<file path="src/rtl/rgb_breathe.sv">
// Single-channel-at-a-time RGB breathing driver: ramps a PWM duty up and down
// on red, then green, then blue, advancing one step per accepted tick.
module rgb_breathe #(
  parameter int unsigned PWM_BITS = 8,
  parameter int unsigned STEP     = 1
) (
  input  logic clk,
  input  logic rst,
  input  logic tick,
  input  logic en,
  output logic RGB0,
  output logic RGB1,
  output logic RGB2,
  output logic cycle_done
);

  localparam int unsigned   W      = PWM_BITS;
  localparam logic [W-1:0]  MAX    = {W{1'b1}};
  localparam logic [W:0]    STEP_W = (W+1)'(STEP);

  typedef enum logic [2:0] {R_UP, R_DN, G_UP, G_DN, B_UP, B_DN} state_t;

  // Initialisers match the reset values so power-up without reset is safe.
  state_t       state   = R_UP;
  logic [W-1:0] pwm_ctr = '0;
  logic [W-1:0] level   = '0;
  logic [2:0]   rgb_q   = 3'b111;
  logic         done_q  = 1'b0;

  logic         accept;
  logic         is_up;
  logic         pwm_on;
  logic [W:0]   up_sum;
  logic [2:0]   color;
  state_t       peak_st;
  state_t       floor_st;

  // Per-state decode: active colour, ramp direction and the two exit states.
  always_comb begin
    accept   = tick & en;
    up_sum   = {1'b0, level} + STEP_W;
    pwm_on   = pwm_ctr < level;
    is_up    = 1'b0;
    color    = 3'b001;
    peak_st  = state;
    floor_st = state;
    unique case (state)
      R_UP: begin is_up = 1'b1; peak_st = R_DN; end
      R_DN: begin floor_st = G_UP; end
      G_UP: begin is_up = 1'b1; color = 3'b010; peak_st = G_DN; end
      G_DN: begin color = 3'b010; floor_st = B_UP; end
      B_UP: begin is_up = 1'b1; color = 3'b100; peak_st = B_DN; end
      B_DN: begin color = 3'b100; floor_st = R_UP; end
      default: ;
    endcase
  end

  always_ff @(posedge clk) begin
    if (!rst) begin
      state   <= R_UP;
      pwm_ctr <= '0;
      level   <= '0;
      rgb_q   <= 3'b111;
      done_q  <= 1'b0;
    end else begin
      pwm_ctr <= pwm_ctr + W'(1);
      done_q  <= 1'b0;
      rgb_q   <= en ? ~(color & {3{pwm_on}}) : 3'b111;
      if (accept) begin
        if (is_up) begin
          if (up_sum < {1'b0, MAX}) begin
            level <= up_sum[W-1:0];
          end else begin
            level <= MAX;
            state <= peak_st;
          end
        end else if ({1'b0, level} > STEP_W) begin
          level <= level - STEP_W[W-1:0];
        end else begin
          level  <= '0;
          state  <= floor_st;
          done_q <= (state == B_DN);
        end
      end
    end
  end

  assign RGB0       = rgb_q[0];
  assign RGB1       = rgb_q[1];
  assign RGB2       = rgb_q[2];
  assign cycle_done = done_q;

endmodule

</file>
<file path="config.mk">
export PLATFORM = sky130hd
export DESIGN_NAME = rgb_breathe
export DESIGN_NICKNAME = d
export VERILOG_FILES = /design/src/rtl/rgb_breathe.sv
export SDC_FILE = /design/constraint.sdc
export NUM_CORES = 1
export LEC_CHECK = 0
export ABC_AREA = 1
export CAP_MARGIN = 20
export CELL_PAD_IN_SITES_DETAIL_PLACEMENT = 2
export CELL_PAD_IN_SITES_GLOBAL_PLACEMENT = 2
export CORE_UTILIZATION = 35
export DETAILED_ROUTE_END_ITERATION = 12
export GPL_TIMING_DRIVEN = 1
export PLACE_DENSITY_LB_ADDON = 0.1
export SYNTH_ARGS = -nofsm -noshare
export SYNTH_HDL_FRONTEND = slang
export SYNTH_SLANG_ARGS = --single-unit
export TNS_END_PERCENT = 30
</file>
<file path="constraint.sdc">
create_clock -name clk -period 1.9 [get_ports clk]
set_input_delay 0.38 -clock clk [delete_from_list [all_inputs] [get_ports clk]]
set_output_delay 0.38 -clock clk [all_outputs]
set_load 0.01 [all_outputs]
</file>
# Word-level counts from Yosys, hierarchy flattened
# Index checks and enable logic that the tools add are counted.
[totals]
reg_bits = 23
latchBits = 0
mem_bits_rw = 0
mem_bits_ro = 0
inputBits = 4
output_inout_bits = 4
word_cells = 42
memories = 0
[classes]
add_sub_neg = 3
n_mul = 0
div = 0
magnitude_cmp = 3
n_eq_ne = 8
n_shift = 0
muxes = 10
n_bitwise = 5
reduce_logical = 8
[ops]
columns = ["cell", "n"]
rows = [
  ["$mux W8", 3],
  ["$pmux W3 S3", 2],
  ["$add A8 B1 Y9 const B", 1],
  ["$lt A9 B8 Y1 const B", 1],
  ["$mux W3", 3],
  ["$add A8 B1 Y8 const B", 1],
  ["$gt A8 B1 Y1 const B", 1],
  ["$lt A8 B8 Y1", 1],
  ["$sub A8 B1 Y8 const B", 1],
  ["$eq A3 B2 Y1 const B", 2],
  ["$eq A3 B3 Y1 const B", 2],
  ["$pmux W3 S2", 1],
  ["$reduce_and A5 Y1", 1],
  ["$ne A2 B2 Y1 const B", 2],
  ["$ne A4 B1 Y1 const B", 1],
  ["$reduce_bool A4 Y1", 1],
  ["$reduce_or A2 Y1", 2],
  ["$reduce_or A4 Y1", 1],
  ["$and A3 B3 Y3", 1],
  ["$eq A3 B1 Y1 const B", 1],
  ["$logic_not A3 Y1", 1],
  ["$not A3 Y3", 1],
  ["$reduce_or A3 Y1", 1],
  ["$not A1 Y1", 2],
  ["other kinds (3)", 3],
]

# Depth between registers and ports, before layout
[depth]
word_depth = 5
ltp_mapped = 12
ltp_nobuf = 12

# Worst setup path after synthesis
# No wires, ideal clock.
[synth_timing]
kind = "register to register"
from = "reg level[0]"
to = "reg state[2]"
t_arrival_ns = 1.441
required_ns = 1.785
setup_slack_ns = 0.344
path_stages_with_launch = 9
n_path_buf = 0
cell_sequence = "dfxtp_1 > inv_1 > ha_1 > nor2_1 > nor3_2 > nor2_2 > nor3_4 > a21oi_1 > nor2_1"
[synth_via]
elab_chain_len = 4
elab_cells_between_ends = 6
[synth_rtl]
columns = ["element", "line", "rtl"]
rows = [
  ["start: declaration", "26", "logic [W-1:0] level = '0;"],
  ["start signal: assignment", "72", "level <= up_sum[W-1:0];"],
  ["start signal: assignment", "78", "level <= level - STEP_W[W-1:0];"],
  ["$add A8 B1 Y9", "41", "up_sum = {1'b0, level} + STEP_W;"],
  ["$lt A9 B8 Y1", "71", "if (up_sum < {1'b0, MAX}) begin"],
  ["$ne A2 B2 Y1 (no line)", "-", ""],
  ["$reduce_and A5 Y1 (no line) (*)", "-", ""],
  ["end signal: assignment", "75", "state <= peak_st;"],
  ["end signal: assignment", "81", "state <= floor_st;"],
  ["end: declaration", "24", "state_t state = R_UP;"],
]
# Every way passes the cells marked *; elsewhere a longest branch is shown, timed or not.
# A chain may end at the register's enable or synchronous reset.

# Final worst setup path
[layout_timing]
from = "reg level[5]"
to = "reg rgb_q[2]"
[layout_via]
elab_chain_len = 3
[layout_rtl]
columns = ["element", "line", "rtl"]
rows = [
  ["$lt A8 B8 Y1", "42", "pwm_on = pwm_ctr < level;"],
  ["$and A3 B3 Y3", "68", "rgb_q <= en ? ~(color & {3{pwm_on}}) : 3'b111;"],
  ["$not A3 Y3", "68", ""],
  ["end signal: assignment", "68", ""],
  ["end: declaration", "27", "logic [2:0] rgb_q = 3'b111;"],
]
# Every way passes these cells.

==> flow_summary.json <==
{
  "crit_fanout": 7,
  "layout_min_cycle_time_ns": 1.72,
  "finalMaxSlewViolations": 0,
  "dieArea_mm2": 0.00489,
  "grt_pass1_vias": 1813,
  "dp_hpwl_mm": 4.14,
  "cts.path.max_buffers": 2,
  "yosys.area.top_type": "dfxtp_1",
  "crit_chain": "inv_2, ha_1, a21oi_1, o21a_1, a21boi_1, nand3_1",
  "port_buffers": 7,
  "final_cells": 289,
  "critPathSlowestCell": "dfxtp_1",
  "setup_tns_ns": 0,
  "io_pins": 8,
  "routabilityCongestion": 0.855,
  "grt_pass1_wl_mm": 8.89,
  "critPathLaunchType": "flop",
  "nNetsFinal": 253,
  "startpoint": "level[5]",
  "max-cap-violations": 0,
  "die_y_um": 70.0,
  "fmax_mhz": 583,
  "path_class": "reg2reg",
  "die_x_um": 70.0,
  "synth_cells": 221,
  "syn-num-nets": 236,
  "rows": 24,
  "outcome": "finished clean",
  "root_buffer": "clkbuf_8",
  "finalHoldViolCount": 0,
  "clkTransAtPathRegs_ns": 0.09,
  "r2r_end": "rgb_q[2]",
  "rsz0062_at_grt": "no",
  "arrival_ns": 1.87,
  "clock_latency_ns": 0.27,
  "grt_util_all_layers_pct": 23.2,
  "drc": 0,
  "yosys_warnings": 0,
  "p_leak_nw": 0.793,
  "hold_class": "reg2reg",
  "ff2ff_path_depth": 6,
  "slowest_delay_ns": 0.53,
  "synthTopCellsByArea": "dfxtp_1 28%, nand2_1 9.1%, ha_1 8.5%, nand3_1 5.6%, inv_1 5.3%",
  "cts_sinks": 23,
  "ctsHoldBuffers": 0,
  "ys_seq_area_share_pct": 28.5,
  "cts_tree": "yes",
  "via_per_inst": 5.37,
  "cts_resized": 0,
  "antenna_found_initial": 0,
  "synthFlopType": "dfxtp_1",
  "reg2reg_from": "level[5]",
  "routed_wl_mm": 5.02,
  "post_cts_buffers": 0,
  "finClkSkew_ns": 0.00104,
  "ys_types": 37,
  "globalRouteOverflowTotal": 0,
  "crit_path_end_kind": "flop",
  "avgSynthCellArea_um2": 7.31,
  "syn_area_mm2": 0.00162,
  "endpoint": "rgb_q[2]",
  "drtAntennaViolNets": 0,
  "peakVddDrop_uv": 235,
  "drive_gt1_share_pct": 23.2,
  "area_growth_pct": 14.2,
  "first_pass_iters": 4,
  "initial_utilization_pct": 36.9,
  "crit_required_ns": 2.05,
  "grt_max_degree": 14,
  "wl_per_cell_um": 17.4,
  "coreArea_mm2": 0.00438,
  "cts_buffers": 3,
  "layout_commonest_cell": "nand2_1",
  "yosysTopAreaCellShare_pct": 28.5,
  "place_inst": 285,
  "drtIter0Drc": 41,
  "post-route-period-util_pct": 90.3,
  "cts_htree_levels": 1,
  "layout_common_cells": "39 x nand2_1, 22 x inv_1, 21 x dfxtp_1",
  "num_vias": 1551,
  "setup_viol": 0,
  "synth_seq_cells": 23,
  "tightest_slew_ns": 0.392,
  "max_slew_margin_pct": 73.8,
  "num_antenna_cells": 0,
  "power_density_mw_per_mm2": 613,
  "r2r_slack_ns": 0.18,
  "async_flop_share_pct": 0,
  "synth_edf_count": 0
}
==> critical path, delay by kind of cell (launching register included) <==
kind / cells / cell delay [ns]
flip-flops: 1 / 0.53
adder cells (fa/ha/maj): 1 / 0.32
AND/OR/NAND/NOR: 1 / 0.10
AO/OA/AOI/OAI: 3 / 0.53
buffers and inverters: 1 / 0.11
==> how the worst min path moves through the flow <==
| stage | start | end | slack, ns | depth (start not counted) |
|---|---|---|---|---|
| 2_1_floorplan | pwm_ctr[0] | pwm_ctr[0] | 0.43 | 1 |
| 3_3_place_gp | pwm_ctr[0] | pwm_ctr[0] | 0.45 | 1 |
| 3_5_place_dp | pwm_ctr[0] | pwm_ctr[0] | 0.45 | 1 |
| 4_1_cts | pwm_ctr[0] | pwm_ctr[0] | 0.47 | 1 |
| 5_1_grt | pwm_ctr[0] | pwm_ctr[0] | 0.50 | 1 |
| 6_report | pwm_ctr[0] | pwm_ctr[0] | 0.46 | 1 |
==> routing by layer <==
metal	vias to the layer above	GRT usage (%)	routed length, um
met1	763	28.4	2190
li1	764	-	-
met4	0	5.78	65
met2	17	42.7	2680
met3	7	2.45	86
met5	-	0	0
==> cells by family after synthesis <==
logic type | Yosys count | synth area share (%)
AND/OR/NAND/NOR | 101 | 30.8
AO/OA/AOI/OAI | 43 | 18.2
buffers and inverters | 36 | 10.2
XOR/XNOR | 7 | 3.79
flip-flops | 23 | 28.5
adder cells (fa/ha/maj) | 11 | 8.51
==> power by group <==
| part | total, mW | internal (mW) | switching [mW] | leakage, nW |
|---|---|---|---|---|
| combinational | 0.280 | 0.105 | 0.175 | 0.579 |
| clock | 0.318 | 0.147 | 0.171 | 0.0255 |
| sequential | 0.534 | 0.504 | 0.0293 | 0.189 |
==> synth_stat cells (2+ instances only) <==
cell type and instances:
nand2_1 39, o21ai_0 13, nand2_2 5, dfxtp_1 23, o21ai_1 2, a21oi_2 5, nor2_2 5, a31oi_2 3
ha_1 11, inv_1 23, nand4_1 3, a21oi_1 11, nor2_1 18, inv_2 6, a31oi_1 2, nand3_1 18
buf_6 3, nor3_1 5, xor2_1 6, nand3_2 2, o21a_1 2
==> flip-flops by register name, indices dropped and copies added, names as in the netlist <==
signal / flops
cycle_done: 1
level: 8
pwm_ctr: 8
rgb_q: 3
state: 3
==> per-stage QoR <==
stage          hold WS (ns)  area (um2)  power [mW]  setup slack, ns  utilization [%]
3_3_place_gp          0.447        1780       0.806            0.181             40.6
3_5_place_dp          0.452        1780       0.822           0.0661             40.6
5_1_grt               0.500        1850        1.20           0.0321             42.1
2_1_floorplan         0.427        1620       0.727            0.344                -
6_report              0.464        1850        1.13            0.184             42.1
4_1_cts               0.472        1830        1.14           0.0467             41.7
==> cell type report <==
type	count	area, um2
fillers	546	2540
multi-input cells	162	1010
clock inverters	1	5.00
flip-flops and latches	23	463
clock buffers	3	41.3
inverters	31	120
repair buffers	17	145
well taps	52	65.1
Note: power is estimated with default switching activity, not from simulation.
